===== src/rtl/rr_arb_mux_nbit.sv =====
// N-input round-robin arbitrated mux with one registered output stage and valid/ready on every channel.
// Define RR_ARB_MUX_ZERO_IDLE_EN to force out_data/out_sel to zero whenever the output is idle.
module rr_arb_mux_nbit #(
    parameter int unsigned N = 3,
    parameter int unsigned W = 32,
    localparam int unsigned SELW = (N > 1) ? $clog2(N) : 1
) (
    input  logic            clk,
    input  logic            rst_n,
    input  logic [N*W-1:0]  in_data,
    input  logic [N-1:0]    in_valid,
    output logic [N-1:0]    in_ready,
    output logic [W-1:0]    out_data,
    output logic [SELW-1:0] out_sel,
    output logic            out_valid,
    input  logic            out_ready
);

    localparam logic [SELW:0]   NCNT = (SELW + 1)'(N);
    localparam logic [SELW-1:0] LAST = SELW'(N - 1);

    logic [SELW-1:0] r_ptr;
    logic [W-1:0]    r_out_data;
    logic [SELW-1:0] r_out_sel;
    logic            r_out_valid;

    logic [N-1:0]    w_rot;
    logic            w_any;
    logic            w_found;
    logic [SELW-1:0] w_off;
    logic [SELW:0]   w_sum;
    logic [SELW-1:0] w_gnt_idx;
    logic [N-1:0]    w_grant;
    logic [W-1:0]    w_sel_data;
    logic            w_can_load;
    logic            w_xfer;

    logic [SELW-1:0] w_ptr_nxt;
    logic [W-1:0]    w_data_nxt;
    logic [SELW-1:0] w_sel_nxt;
    logic            w_valid_nxt;

    // Rotate requests so bit 0 is the channel at the priority pointer.
    assign w_rot = N'({in_valid, in_valid} >> r_ptr);
    assign w_any = |w_rot;

    always_comb begin
        w_found = 1'b0;
        w_off   = '0;
        for (int k = 0; k < int'(N); k++) begin
            if (!w_found && w_rot[k]) begin
                w_found = 1'b1;
                w_off   = SELW'(k);
            end
        end
    end

    assign w_sum     = {1'b0, r_ptr} + {1'b0, w_off};
    assign w_gnt_idx = (w_sum >= NCNT) ? SELW'(w_sum - NCNT) : w_sum[SELW-1:0];

    always_comb begin
        w_grant    = '0;
        w_sel_data = '0;
        for (int i = 0; i < int'(N); i++) begin
            w_grant[i] = w_any && (w_gnt_idx == SELW'(i));
            if (w_grant[i]) begin
                w_sel_data = in_data[i*W +: W];
            end
        end
    end

    assign w_can_load = ~r_out_valid | out_ready;
    assign w_xfer     = w_any & w_can_load;
    assign in_ready   = w_grant & {N{w_can_load}};

    always_comb begin
        w_ptr_nxt   = r_ptr;
        w_data_nxt  = r_out_data;
        w_sel_nxt   = r_out_sel;
        w_valid_nxt = r_out_valid;
        if (w_xfer) begin
            w_data_nxt  = w_sel_data;
            w_sel_nxt   = w_gnt_idx;
            w_valid_nxt = 1'b1;
            w_ptr_nxt   = (w_gnt_idx == LAST) ? '0 : w_gnt_idx + SELW'(1);
        end else if (out_ready) begin
            w_valid_nxt = 1'b0;
        end
`ifdef RR_ARB_MUX_ZERO_IDLE_EN
        if (!w_valid_nxt) begin
            w_data_nxt = '0;
            w_sel_nxt  = '0;
        end
`endif
    end

    always_ff @(posedge clk or negedge rst_n) begin
        if (!rst_n) begin
            r_ptr       <= '0;
            r_out_data  <= '0;
            r_out_sel   <= '0;
            r_out_valid <= 1'b0;
        end else begin
            r_ptr       <= w_ptr_nxt;
            r_out_data  <= w_data_nxt;
            r_out_sel   <= w_sel_nxt;
            r_out_valid <= w_valid_nxt;
        end
    end

    assign out_data  = r_out_data;
    assign out_sel   = r_out_sel;
    assign out_valid = r_out_valid;

endmodule


===== config.mk =====
export PLATFORM = sky130hd
export DESIGN_NAME = rr_arb_mux_nbit
export DESIGN_NICKNAME = d
export VERILOG_FILES = /design/src/rtl/rr_arb_mux_nbit.sv
export SDC_FILE = /design/constraint.sdc
export NUM_CORES = 1
export LEC_CHECK = 0
export ABC_CLOCK_PERIOD_IN_PS = 4810
export CORE_MARGIN = 2
export CORE_UTILIZATION = 41
export CTS_CLUSTER_SIZE = 24
export DETAILED_ROUTE_END_ITERATION = 16
export PLACE_DENSITY = 0.82
export RECOVER_POWER = 50
export REMOVE_ABC_BUFFERS = 1
export SYNTH_ARGS = -nofsm -noshare
export SYNTH_HDL_FRONTEND = slang
export SYNTH_SLANG_ARGS = --single-unit

===== constraint.sdc =====
create_clock -name clk -period 4.81 [get_ports clk]
set_input_delay 0.7215 -clock clk [delete_from_list [all_inputs] [get_ports clk]]
set_output_delay 0.7215 -clock clk [all_outputs]
set_load 0.01 [all_outputs]

==> metrics.txt, run 1 <==
Initial Util 0.418; Net Sw Frac 0.511; Num CTS Buffers 5; Skew-Pair Late Insertion Delay 0.28 ns; DRT Pass-1 Iters 5; CP peak stage delay 0.54 ns; VDD IR max 0.000617 V; WS Path Type in2out; Setup Skew 0.00463 ns; die width 86.8 microns; asr flop ratio synth 1.00; dominant synthesized flop cell dfrtp_1; worst slack, placed 0.0936 ns; Area growth syn-to-layout 52.2%; DR vias 3256; Post-Syn Instances 349; Seq/Total Area, Yosys 0.330; Clk pwr share 0.059; total gr overflow 0; Setup crit end kind output port; WL/cell 17.1 microns; Max Used Layer met4; Synth cell types 32; Cell Area, Placed 4180 sq um; Avg Vias per Cell 5.99; post-route ant nets 0; port bufs 139; EDFF count, synth 0; largest net degree at the start of global routing 66; initial antenna violation count 0; met1 wire length 4060 microns; core footprint 6720 sq um; HP Class reg2reg; Slew Limit Fails 38; final setup margin 0.156 ns; P_int 0.00181 W; period utilization 0.968; CTS Hold Bufs 0; CTS tree done; Pwr Density 864 nW/um^2; worst-margin pin slew 2.10 ns; share of layout cells above drive strength 1 0.0539; clock sink total 37; run status finished with violations; RSZ-0062 raised after global routing no; first-pass GRT wire length 14800 microns; initial drt markers 182; Critical Path Source Type input pin; antenna cells 0; Worst EP required 4.09 ns; via count of the first global-routing pass 3159; cell count after placement 536; depth of the CTS H-tree 2; Final Setup Violations 0; crit-path max FO 4; Hold Slack 0.485 ns; total power 0.00369 W; Hold Path Stages 2; Synth Area per Inst 8.04 sq um; Nets 568; Reg2Reg Depth 12; Hold Path Origin out_data[31]; RD Place Congestion 0.746; IO Count 140; met3 wire length 687 microns; met2 WL 4460 microns; GRT Resource Usage Total 0.243; Rel. slew slack -0.398; Residual DRC 0; Gate power share 0.791; Worst EP arrival 3.93 ns; wirelength, routed 9300 microns; total net switching power 0.00189 W; Critical Path Start in_valid[1]; fmax 0.215 GHz; #FFs+latches synth 37; clock-pin slew on the worst setup and hold paths 0.08 ns; Lkg Pwr 1.70 nW; Non-Filler Instances 544; HPWL Detailed 6160 microns; total die area 7530 sq um; Max clock buf depth 2; fillers 580; min cycle time layout 4.65 ns; Fin. Hold Viols 0; max_cap viols 1; Synth Warn # 0; Cell Area, Synth 2810 sq um; CP cell instances clkdlybuf4s50_1 > nor2b_1 > a221o_1 > ha_1 > inv_1 > fa_2 > inv_1 > ha_2 > nand3b_1 > mux2i_4 > and2_1 > clkdlybuf4s50_1; std cell rows 30; Die Span Y 86.8 microns; Sequential Power Share 0.150; worst r2r src r_ptr[1]; failing checks capacitance limit, slew limit; root buffer cell clkbuf_8; Slowest cell on crit path clkdlybuf4s50_1; fin area 4270 sq um
==> through the flow <==
| step | TNS (ns) | util |
|---|---|---|
| after floorplan | -25.47 | - |
| after global placement | 0 | 0.622 |
| after detailed placement | 0 | 0.622 |
| after CTS | 0 | 0.634 |
| after global routing | 0 | 0.636 |
| final | 0 | 0.636 |
==> critical path: cells and delay by family <==
kind	cells	cell delay, ns
compound gates	1	0.35
fa+ha+maj	3	0.85
buf+inv	4	1.15
mux	1	0.28
simple gates	3	0.58
==> cell families after synthesis <==
family	synth area share
AO/OA/AOI/OAI	0.417
XOR/XNOR	0.00312
adder cells (fa/ha/maj)	0.0160
buffers and inverters	0.0802
flip-flops	0.330
multiplexers	0.00802
AND/OR/NAND/NOR	0.146
==> synth_stat cells (all sizes together), types with 2 or more instances <==
master / count / area (sq um)
a211o: 32 / 280
nand3: 32 / 160
a21o: 3 / 22.5
and2: 2 / 12.5
nor2b: 3 / 21.3
nand2b: 2 / 12.5
nor3: 2 / 10.0
o211ai: 33 / 253
dfrtp: 37 / 926
nor4bb: 2 / 20.0
ha: 2 / 25.0
a21oi: 3 / 15.0
o21ai: 67 / 335
nor2: 6 / 22.5
buf: 23 / 135
a22oi: 33 / 248
inv: 5 / 18.8
nand2: 36 / 135
clkbuf: 19 / 71.3
==> timing repair <==
action	4_1_cts	5_1_grt
gates resized for setup	0	3
buffers inserted	0	0
endpoints found under the setup margin	0	1
==> metal layers <==
layer,GRT usage,up-vias
li1,-,1554
met1,0.318,1523
met2,0.404,171
met3,0.0410,8
met4,0.0881,0
met5,0,-
==> placed cells by master, fill, tap and decap left out, drive strengths merged <==
cell	Yosys	routed
a221o	1	1
o21ai	67	67
nand2b	2	2
a211o	32	32
dlygate4sd3	0	17
dfrtp	37	37
nand2	36	36
nor4bb	2	2
ha	2	2
clkdlybuf4s50	0	121
inv	5	5
a21o	3	3
nand3	32	32
nand3b	1	1
a21oi	3	3
o211ai	33	33
a22oi	33	33
clkbuf	19	9
buf	23	10
nor2b	3	3
mux2i	1	1
and3b	1	1
nor2	6	6
nor3	2	2
and2	2	2
a31oi	1	1
xnor2	1	1
fa	1	1
==> power by group through the flow <==
stage	Combinational, W	Clock, W	Sequential (W)
floorplan	0.00182	0	0.000618
global placement	0.00282	0	0.000556
detailed placement	0.00289	0	0.000562
CTS	0.00290	0.000220	0.000558
global route	0.00324	0.000235	0.000572
finish	0.00292	0.000217	0.000555
==> worst paths after layout <==
check	end	slack, ns
max	in_ready[0]	0.16
min	out_data[31]	0.49
max reg2reg	out_data[8]	1.08
min reg2reg	out_data[31]	0.49
max in group asynchronous	out_data[8]	2.57
min in group asynchronous	out_data[18]	1.04
==> cell type report <==
type / instances / area [sq um] / area share
clock buffer: 8 / 80.1 / 0.0187
inverter: 5 / 18.8 / 0.00439
multi-input combinational: 265 / 1690 / 0.395
sequential: 37 / 926 / 0.217
tap: 80 / 100 / 0.0234
timing repair buffer: 149 / 1460 / 0.342
==> flip-flops by register name (all words and copies together) (netlist names) <==
| name | cells |
|---|---|
| r_ptr | 2 |
| out_data | 32 |
| out_sel | 2 |
| out_valid | 1 |
Note: power is estimated with default switching activity, not from simulation.
==> inputs of run 2 (changes only) <==
--- a/config.mk
+++ b/config.mk
@@ -7,10 +7,10 @@
 export LEC_CHECK = 0
 export ABC_CLOCK_PERIOD_IN_PS = 4810
 export CORE_MARGIN = 2
-export CORE_UTILIZATION = 41
+export CORE_UTILIZATION = 35
 export CTS_CLUSTER_SIZE = 24
 export DETAILED_ROUTE_END_ITERATION = 16
-export PLACE_DENSITY = 0.82
+export PLACE_DENSITY = 0.71
 export RECOVER_POWER = 50
 export REMOVE_ABC_BUFFERS = 1
 export SYNTH_ARGS = -nofsm -noshare
==> metrics.txt, run 2 (synthesis gave the netlist of run 1 again) <==
IO Count 140 (unchanged); max_cap viols 1 (unchanged); Residual DRC 0 (unchanged); clock-pin slew on the worst setup and hold paths 0.07 ns (about the same); WHS Endpoint out_data[19]; Avg Vias per Cell 5.63 (-5.9%); post-route ant nets 0 (unchanged); min cycle time layout 4.68 ns (+0.0300 ns); period utilization 0.974 (+0.00624); initial antenna violation count 0 (unchanged); port bufs 139 (unchanged); largest net degree at the start of global routing 66 (unchanged); initial drt markers 191 (+4.9%); Rel. slew slack -0.402 (-0.00450); Slowest cell on crit path clkdlybuf4s50_1; Reg2Reg Depth 12 (unchanged); r2r setup slk 1.03 ns (-0.05 ns); root buffer cell clkbuf_8; clock sink total 37 (unchanged); Fin. Hold Viols 0 (unchanged); std cell rows 32 (+6.7%); crit-path max FO 4 (unchanged); Area growth syn-to-layout 54.3%; WL/cell 16.9 microns (-1.3%); wirelength, routed 9580 microns (+3.1%); Non-Filler Instances 568 (+4.4%); Post-Route Utilization 0.558 (-0.0785); Largest register FFs 32 (unchanged); Num CTS Buffers 5 (unchanged); HPWL Detailed 6430 microns (+4.3%); CTS tree done; Pwr Density 865 nW/um^2 (+0.11%); antenna cells 0 (unchanged); final setup margin 0.126 ns (-0.0300 ns); TNS Setup 0 ns (unchanged); Worst EP arrival 3.96 ns (+0.03 ns); crit path buf inv count 4 (unchanged); DRT Pass-1 Iters 5 (unchanged); run status finished with violations; Lkg Pwr 1.70 nW (+0.11%); most frequent cells in the layout clkdlybuf4s50_1, o21ai_0, dfrtp_1, nand2_1, a22oi_1; total gr overflow 0 (unchanged); Skew-Pair Late Insertion Delay 0.29 ns (about the same); r2r endpoint out_data[7]; die width 93.6 microns (+7.9%); worst-margin pin slew 2.10 ns (+0.00675 ns); share of layout cells above drive strength 1 0.0622 (+0.00835); critical path depth 12 (unchanged); HP Class reg2reg; Worst EP required 4.09 ns (about the same); total die area 8750 sq um (+16%); worst r2r src r_ptr[1]; Die Span Y 93.6 microns (+7.9%); Hold Path Origin out_data[19]; WS Path Type in2out; Hold Path Stages 2 (unchanged); cell count after placement 559 (+4.3%); critical path's top delay family buffers and inverters; failing checks capacitance limit, slew limit; CP cell instances clkdlybuf4s50_1 > nor2b_1 > a221o_1 > ha_1 > inv_1 > fa_2 > inv_1 > ha_2 > nand3b_1 > mux2i_4 > and2_1 > clkdlybuf4s50_1; Nets 570 (+0.35%); depth of the CTS H-tree 2 (unchanged); Setup crit end kind output port; first-pass GRT wire length 15400 microns (+4.1%); Slew Limit Fails 38 (unchanged); DR vias 3199 (-1.8%); Final Setup Violations 0 (unchanged); Setup Skew 0.00872 ns (+0.00410 ns); GRT Resource Usage Total 0.218 (-0.0256); core footprint 7770 sq um (+16%); Critical Path Source Type input pin; worst slack, placed 0.155 ns (+0.0614 ns); total power 0.00375 W (+1.5%); VDD IR max 0.000346 V (-44%); fillers 715 (+23%); Max clock buf depth 2 (unchanged); CP peak stage delay 0.54 ns (about the same); commonest non-fill, non-tap cell in the layout clkdlybuf4s50_1; RD Place Congestion 0.751 (+0.75%); fmax 0.213 GHz (-0.64%); Critical Path Start in_valid[1]; via count of the first global-routing pass 3180 (+0.66%); Initial Util 0.361 (-0.0564)
[run 2: changes by cell type in the layout (fill, tap and decap cells not counted), sizes merged]
cell	change
clkdlybuf4s50	+17
clkinv	+2
buf	+2
dlygate4sd3	-17
clkbuf	-2
[run 2: how the worst max path moves through the flow]
stage / end / slack [ns]
after CTS: in_ready[0] / 0.14
after floorplan: in_ready[2] / -1.27
after global routing: in_ready[0] / -0.05
after global placement: in_ready[0] / 0.22
final: in_ready[0] / 0.13
after detailed placement: in_ready[0] / 0.16
[run 2: stage by stage]
step                      hold slack, ns  instance area [sq um]
after floorplan                    0.426                   2600
after global placement             0.469                   4210
after detailed placement           0.475                   4210
after CTS                          0.491                   4300
after global routing               0.507                   4330
final                              0.486                   4330
[run 2: metal layers]
layer | global-route usage | routed length (microns)
met1 | 0.279 | 3960
met2 | 0.369 | 4670
met3 | 0.0516 | 811
met4 | 0.0568 | 138
met5 | 0 | 0
[run 2: worst reg2reg max path, cell delays in order, from the launching register on]
cell and delay (ns):
dfrtp_1 0.50, inv_1 0.13, nor3_1 0.29, a221o_1 0.20, ha_1 0.13, inv_1 0.05
fa_2 0.54, inv_1 0.05, ha_2 0.37, and2_1 1.00, a211o_1 0.21, a22oi_1 0.06
o21ai_0 0.17
[run 2: where the power goes]
group / switching [W] / total [W] / internal, W / leakage, nW
clock network: 0.000114 / 0.000215 / 0.000101 / 0.0450
logic: 0.00169 / 0.00298 / 0.00129 / 1.20
registers: 0.0000882 / 0.000559 / 0.000470 / 0.455
[run 2: layout make-up]
cell class                 instances  area, sq um  area share
multi-input combinational        265         1700       0.392
timing repair buffer             151         1480       0.341
sequential                        37          926       0.214
tap                              102          128      0.0295
clock buffer                       6         72.6      0.0168
inverter                           5         18.8     0.00433
clock inverter                     2         10.0     0.00231
[run 2: repair_timing]
item	CTS	global route
setup endpoints to repair	0	1
hold buffers	0	0
setup buffers	0	1
resized for setup	0	5
